$ cat src/rtl/health_round_ctrl.sv
// Round and match sequencer for a two-player fighter: health, round timer, KO
// detection, win tally and match result. All state advances only on SCEN frames.
module health_round_ctrl #(
    parameter int unsigned HEALTH       = 100,
    parameter int unsigned DMG_LIGHT    = 8,
    parameter int unsigned DMG_HEAVY    = 15,
    parameter int unsigned ROUND_SECS   = 99,
    parameter int unsigned FPS          = 60,
    parameter int unsigned INTRO_FRAMES = 120,
    parameter int unsigned KO_FRAMES    = 180,
    parameter int unsigned WINS_NEEDED  = 2,
    parameter int unsigned MAX_ROUNDS   = 5
) (
    input  logic       clk,
    input  logic       reset_n,
    input  logic       SCEN,
    input  logic       start,
    input  logic       p1_hit_event,
    input  logic       p2_hit_event,
    input  logic       p1_hit_heavy,
    input  logic       p2_hit_heavy,
    output logic [7:0] p1_health,
    output logic [7:0] p2_health,
    output logic [2:0] state,
    output logic       fight_enable,
    output logic [6:0] timer_sec,
    output logic [2:0] round_num,
    output logic [1:0] p1_wins,
    output logic [1:0] p2_wins,
    output logic [1:0] round_result,
    output logic [1:0] match_winner
);

    typedef enum logic [2:0] {
        StIdle     = 3'd0,
        StIntro    = 3'd1,
        StFight    = 3'd2,
        StKo       = 3'd3,
        StMatchEnd = 3'd4
    } state_e;

    localparam logic [7:0]  HpInit    = 8'(HEALTH);
    localparam logic [7:0]  DmgLight  = 8'(DMG_LIGHT);
    localparam logic [7:0]  DmgHeavy  = 8'(DMG_HEAVY);
    localparam logic [6:0]  TimeInit  = 7'(ROUND_SECS);
    localparam logic [1:0]  WinsN     = 2'(WINS_NEEDED);
    localparam logic [2:0]  RoundsMax = 3'(MAX_ROUNDS);
    localparam logic [15:0] IntroLast = 16'(INTRO_FRAMES - 1);
    localparam logic [15:0] KoLast    = 16'(KO_FRAMES - 1);
    localparam logic [15:0] FpsLast   = 16'(FPS - 1);

    state_e      state_q, state_d;
    logic [7:0]  p1_hp_q, p1_hp_d, p2_hp_q, p2_hp_d;
    logic [6:0]  timer_q, timer_d;
    logic [2:0]  round_q, round_d;
    logic [1:0]  p1_wins_q, p1_wins_d, p2_wins_q, p2_wins_d;
    logic [1:0]  result_q, result_d, winner_q, winner_d;
    logic [15:0] frame_q, frame_d, fps_q, fps_d;
    logic [1:0]  ko_res;

    function automatic logic [7:0] apply_hit(input logic [7:0] hp, input logic ev,
                                             input logic heavy);
        logic [7:0] dmg;
        dmg = heavy ? DmgHeavy : DmgLight;
        if (!ev) return hp;
        return (hp > dmg) ? (hp - dmg) : 8'd0;
    endfunction

    always_comb begin
        state_d   = state_q;
        p1_hp_d   = p1_hp_q;
        p2_hp_d   = p2_hp_q;
        timer_d   = timer_q;
        round_d   = round_q;
        p1_wins_d = p1_wins_q;
        p2_wins_d = p2_wins_q;
        result_d  = result_q;
        winner_d  = winner_q;
        frame_d   = frame_q;
        fps_d     = fps_q;
        ko_res    = 2'd0;
        if (SCEN) begin
            case (state_q)
                StIdle, StMatchEnd: begin
                    if (start) begin
                        state_d   = StIntro;
                        p1_hp_d   = HpInit;
                        p2_hp_d   = HpInit;
                        timer_d   = TimeInit;
                        round_d   = 3'd1;
                        p1_wins_d = 2'd0;
                        p2_wins_d = 2'd0;
                        result_d  = 2'd0;
                        winner_d  = 2'd0;
                        frame_d   = '0;
                        fps_d     = '0;
                    end
                end
                StIntro: begin
                    if (frame_q == IntroLast) begin
                        state_d = StFight;
                        frame_d = '0;
                        fps_d   = '0;
                    end else begin
                        frame_d = frame_q + 16'd1;
                    end
                end
                StFight: begin
                    // KO is judged on the frame after the damage landed
                    if (p1_hp_q == 8'd0 || p2_hp_q == 8'd0) begin
                        ko_res = (p1_hp_q == p2_hp_q) ? 2'd3 :
                                 (p1_hp_q == 8'd0)    ? 2'd2 : 2'd1;
                    end else if (timer_q == 7'd0) begin
                        ko_res = (p1_hp_q > p2_hp_q) ? 2'd1 :
                                 (p2_hp_q > p1_hp_q) ? 2'd2 : 2'd3;
                    end
                    if (ko_res != 2'd0) begin
                        state_d  = StKo;
                        frame_d  = '0;
                        result_d = ko_res;
                        if (ko_res == 2'd1 && p1_wins_q != 2'd3) p1_wins_d = p1_wins_q + 2'd1;
                        if (ko_res == 2'd2 && p2_wins_q != 2'd3) p2_wins_d = p2_wins_q + 2'd1;
                    end else begin
                        p1_hp_d = apply_hit(p1_hp_q, p1_hit_event, p1_hit_heavy);
                        p2_hp_d = apply_hit(p2_hp_q, p2_hit_event, p2_hit_heavy);
                        if (fps_q == FpsLast) begin
                            fps_d   = '0;
                            timer_d = timer_q - 7'd1;
                        end else begin
                            fps_d = fps_q + 16'd1;
                        end
                    end
                end
                StKo: begin
                    if (frame_q == KoLast) begin
                        frame_d = '0;
                        if (p1_wins_q == WinsN || p2_wins_q == WinsN || round_q == RoundsMax) begin
                            state_d  = StMatchEnd;
                            winner_d = (p1_wins_q == WinsN) ? 2'd1 :
                                       (p2_wins_q == WinsN) ? 2'd2 : 2'd3;
                        end else begin
                            state_d  = StIntro;
                            round_d  = round_q + 3'd1;
                            p1_hp_d  = HpInit;
                            p2_hp_d  = HpInit;
                            timer_d  = TimeInit;
                            result_d = 2'd0;
                        end
                    end else begin
                        frame_d = frame_q + 16'd1;
                    end
                end
                default: state_d = StIdle;
            endcase
        end
    end

    always_ff @(posedge clk or negedge reset_n) begin
        if (!reset_n) begin
            state_q   <= StIdle;
            p1_hp_q   <= HpInit;
            p2_hp_q   <= HpInit;
            timer_q   <= TimeInit;
            round_q   <= 3'd1;
            p1_wins_q <= 2'd0;
            p2_wins_q <= 2'd0;
            result_q  <= 2'd0;
            winner_q  <= 2'd0;
            frame_q   <= '0;
            fps_q     <= '0;
        end else begin
            state_q   <= state_d;
            p1_hp_q   <= p1_hp_d;
            p2_hp_q   <= p2_hp_d;
            timer_q   <= timer_d;
            round_q   <= round_d;
            p1_wins_q <= p1_wins_d;
            p2_wins_q <= p2_wins_d;
            result_q  <= result_d;
            winner_q  <= winner_d;
            frame_q   <= frame_d;
            fps_q     <= fps_d;
        end
    end

    assign state        = state_q;
    assign fight_enable = (state_q == StFight);
    assign p1_health    = p1_hp_q;
    assign p2_health    = p2_hp_q;
    assign timer_sec    = timer_q;
    assign round_num    = round_q;
    assign p1_wins      = p1_wins_q;
    assign p2_wins      = p2_wins_q;
    assign round_result = result_q;
    assign match_winner = winner_q;

endmodule

$ cat config.mk
export PLATFORM = sky130hd
export DESIGN_NAME = health_round_ctrl
export DESIGN_NICKNAME = d
export VERILOG_FILES = /design/src/rtl/health_round_ctrl.sv
export SDC_FILE = /design/constraint.sdc
export NUM_CORES = 1
export LEC_CHECK = 0
export ABC_AREA = 1
export BUFFER_PORTS_ARGS = -buffer_cell sky130_fd_sc_hd__clkbuf_2
export CAP_MARGIN = 25
export CORE_AREA = 10 10 105 107
export CTS_BUF_LIST = sky130_fd_sc_hd__clkbuf_8
export DETAILED_ROUTE_END_ITERATION = 8
export DIE_AREA = 0 0 115 117
export GPL_TIMING_DRIVEN = 0
export PLACE_DENSITY = 0.74
export SETUP_SLACK_MARGIN = 0.2
export SLEW_MARGIN = 30
export SYNTH_ARGS = -nofsm -noshare
export SYNTH_HDL_FRONTEND = slang
export SYNTH_SLANG_ARGS = --single-unit
$ cat constraint.sdc
create_clock -name clk -period 5.9 [get_ports clk]
set_input_delay 1.77 -clock clk [delete_from_list [all_inputs] [get_ports clk]]
set_output_delay 1.77 -clock clk [all_outputs]
set_load 0.05 [all_outputs]
==> run summary <==
Met1 WL: 5260 um
Max_cap viols: 0
Setup_tns: 0 ns
Outcome: complete, no violations
Vias in the first global route: 4311
H-tree Lvls: 3
Post-CTS Setup Bufs: 0
Grt ovf: 0
Fin crit share: 64.5%
Worst-skew pair later-pin latency: 0.35 ns
Power Density: 211 nW/um2
Initial Utilization: 53.3%
Routed WL per cell: 14.1 um
Crit. End Element: output pin
Critical path fanouts, max: 10
Drt initial violations: 287
DP Worst Slack: 2.16 ns
Cells after Synth: 648
Period minus WS final: 3.80 ns
Final Hold Viols: 0
Synth area leaders: dfrtp_1 30%, nand2_1 10%, inv_1 6.3%
Worst Max-Slew Pin Slew: 0.665 ns
Setup Viol. Count Final: 0
Synthesized area: 4810 um2
Yosys top cell by area: dfrtp_1
CTS clk-pin slew, worst paths: 0.07 ns
Met3 wire len: 815 um
Post-DP HPWL: 8970 um
Row Count: 35
Data arrival time of the critical path: 2.03 ns
Via count: 4352
Area grow syn2layout: 12.7%
Pleak: 0.00264 uW
Max-Slew Margin vs Limit: 55.7%
CTS tree: built
Netlist cell types: 44
Most frequent cells in the layout: 134 x nand2_1, 82 x inv_1, 76 x nor2_1, 58 x dfrtp_1, 44 x clkbuf_2
CTS buffer count: 9
Final Max Tran Viols: 0
# nets final: 738
Most common cell after layout, fill and taps aside: nand2_1
Clock Tree Root: clkbuf_8
TritonCTS Sinks: 69
Largest net degree at the start of global routing: 46
# diodes: 0
RSZ-0062 raised after global routing: false
Crit start category: flip-flop
Resized cells post-CTS: 0
Seq cells post-synth: 69
Final setup skew: 0.00933 ns
Routed WL: 11600 um
PortBufs: 45
Achievable Freq: 0.263 GHz
Synthesized area per cell: 7.42 um2
Share of layout cells above drive strength 1: 20.3%
Crit path setup slack, layout: 2.10 ns
Syn nets: 681
Total core area: 9020 um2
Die W: 115 um
Top Metal Used: met4
Global-route wire length before repair: 20100 um
Bufs on Longest Clock Path: 2
HP Class: flip-flop to flip-flop
Vias per inst: 5.30
I/O Pins: 46
DR WL met2: 5340 um
Register area share after synthesis: 36.2%
Setup Crit Path Kind: flip-flop to output pin
CTS hold repair buffers: 0
Req. time, crit path: 4.13 ns
Gp weighted congestion: 0.904
Post-route DRC: 0
Die height: 117 um
Post-route ant nets: 0
Die Area: 13500 um2
Total GRT Usage: 18.2%
Initial antenna violation count: 0
YS warnings: 0
Share of the synthesized area in the top cell type: 30.2%
Worst IR Drop VDD: 0.125 mV
Pre-Repair DR Iteration Count: 6
synth_stat cells, drive strengths merged:
library cell	instances
nand2	148
dfrtp	58
nor3b	1
or2	11
nor4	5
clkbuf	2
inv	91
o211ai	2
buf	9
nor2	90
nand3b	2
xor2	21
ha	23
a21o	1
nand3	42
xnor2	1
a31oi	2
fa	2
o21a	1
dfstp	11
o21bai	2
o21ai	60
nand4	7
nor3	28
a21oi	28
kinds of logic (layout without fill, tap and decap cells):
family | count (synthesis) | in the layout | synth area share (%)
AND/OR/NAND/NOR | 334 | 334 | 32.5
flip-flops | 69 | 69 | 36.2
XOR/XNOR | 22 | 22 | 4.01
adder cells (fa/ha/maj) | 25 | 25 | 6.82
buffers and inverters | 102 | 164 | 9.39
AO/OA/AOI/OAI | 96 | 96 | 11.1
final cells by class:
cell class | instances | area (um2)
timing repair buffer | 46 | 255
inverter | 91 | 347
fill | 836 | 3600
sequential | 69 | 1740
multi-input combinational | 477 | 2620
clock inverter | 7 | 91.3
buffer | 11 | 105
tap | 111 | 139
clock buffer | 9 | 124
worst max-delay path, cell delays in order (launching register included):
cell and delay [ns]:
dfrtp_1 0.44, nor2_2 0.16, inv_2 0.08, nor2_4 0.09
buf_2 0.26, buf_2 0.32, clkbuf_2 0.33
state kept, by name, indices dropped and copies added, names as in the netlist:
signal	cells
fps_q	16
match_winner	2
p1_health	8
frame_q	16
state	3
round_num	3
timer_sec	7
p2_wins	2
round_result	2
p1_wins	2
p2_health	8
path summary, 6_finish.rpt:
path	cells past startpoint	start	to	slack (ns)
max	6	state[2]$_DFFE_PN0P_	fight_enable	2.10
min	2	timer_sec[0]$_DFFE_PN1P_	timer_sec[0]$_DFFE_PN1P_	0.49
max reg2reg	12	p2_health[0]$_DFFE_PN0P_	p2_health[6]$_DFFE_PN1P_	3.49
min reg2reg	2	timer_sec[0]$_DFFE_PN1P_	timer_sec[0]$_DFFE_PN1P_	0.49
max in group asynchronous	2	reset_n	round_num[0]$_DFFE_PN1P_	3.94
min in group asynchronous	1	reset_n	p1_health[1]$_DFFE_PN0P_	1.35
power by group:
part	internal, uW	total, uW	switching (uW)
Clock	236	425	190
Sequential	508	545	37.4
Combinational	60.8	173	112
routing by layer:
metal | GRT usage, % | vias to the layer above
met2 | 29.5 | 121
met1 | 23.2 | 2019
li1 | - | 2195
met3 | 3.98 | 17
met4 | 6.68 | 0
met5 | 0 | -
stage by stage:
stage          instances  area (um2)  util, %  hold slack [ns]  power [uW]
6_report             821        5420     60.1            0.487        1140
5_1_grt              821        5420     60.1            0.528        1210
4_1_cts              821        5420     60.1            0.493        1150
3_5_place_dp         805        5200     57.7            0.482         724
3_3_place_gp         804        5170     57.4            0.466         716
2_1_floorplan        648        4810        -            0.492         673
No activity file was read; power rests on OpenSTA's default activity.
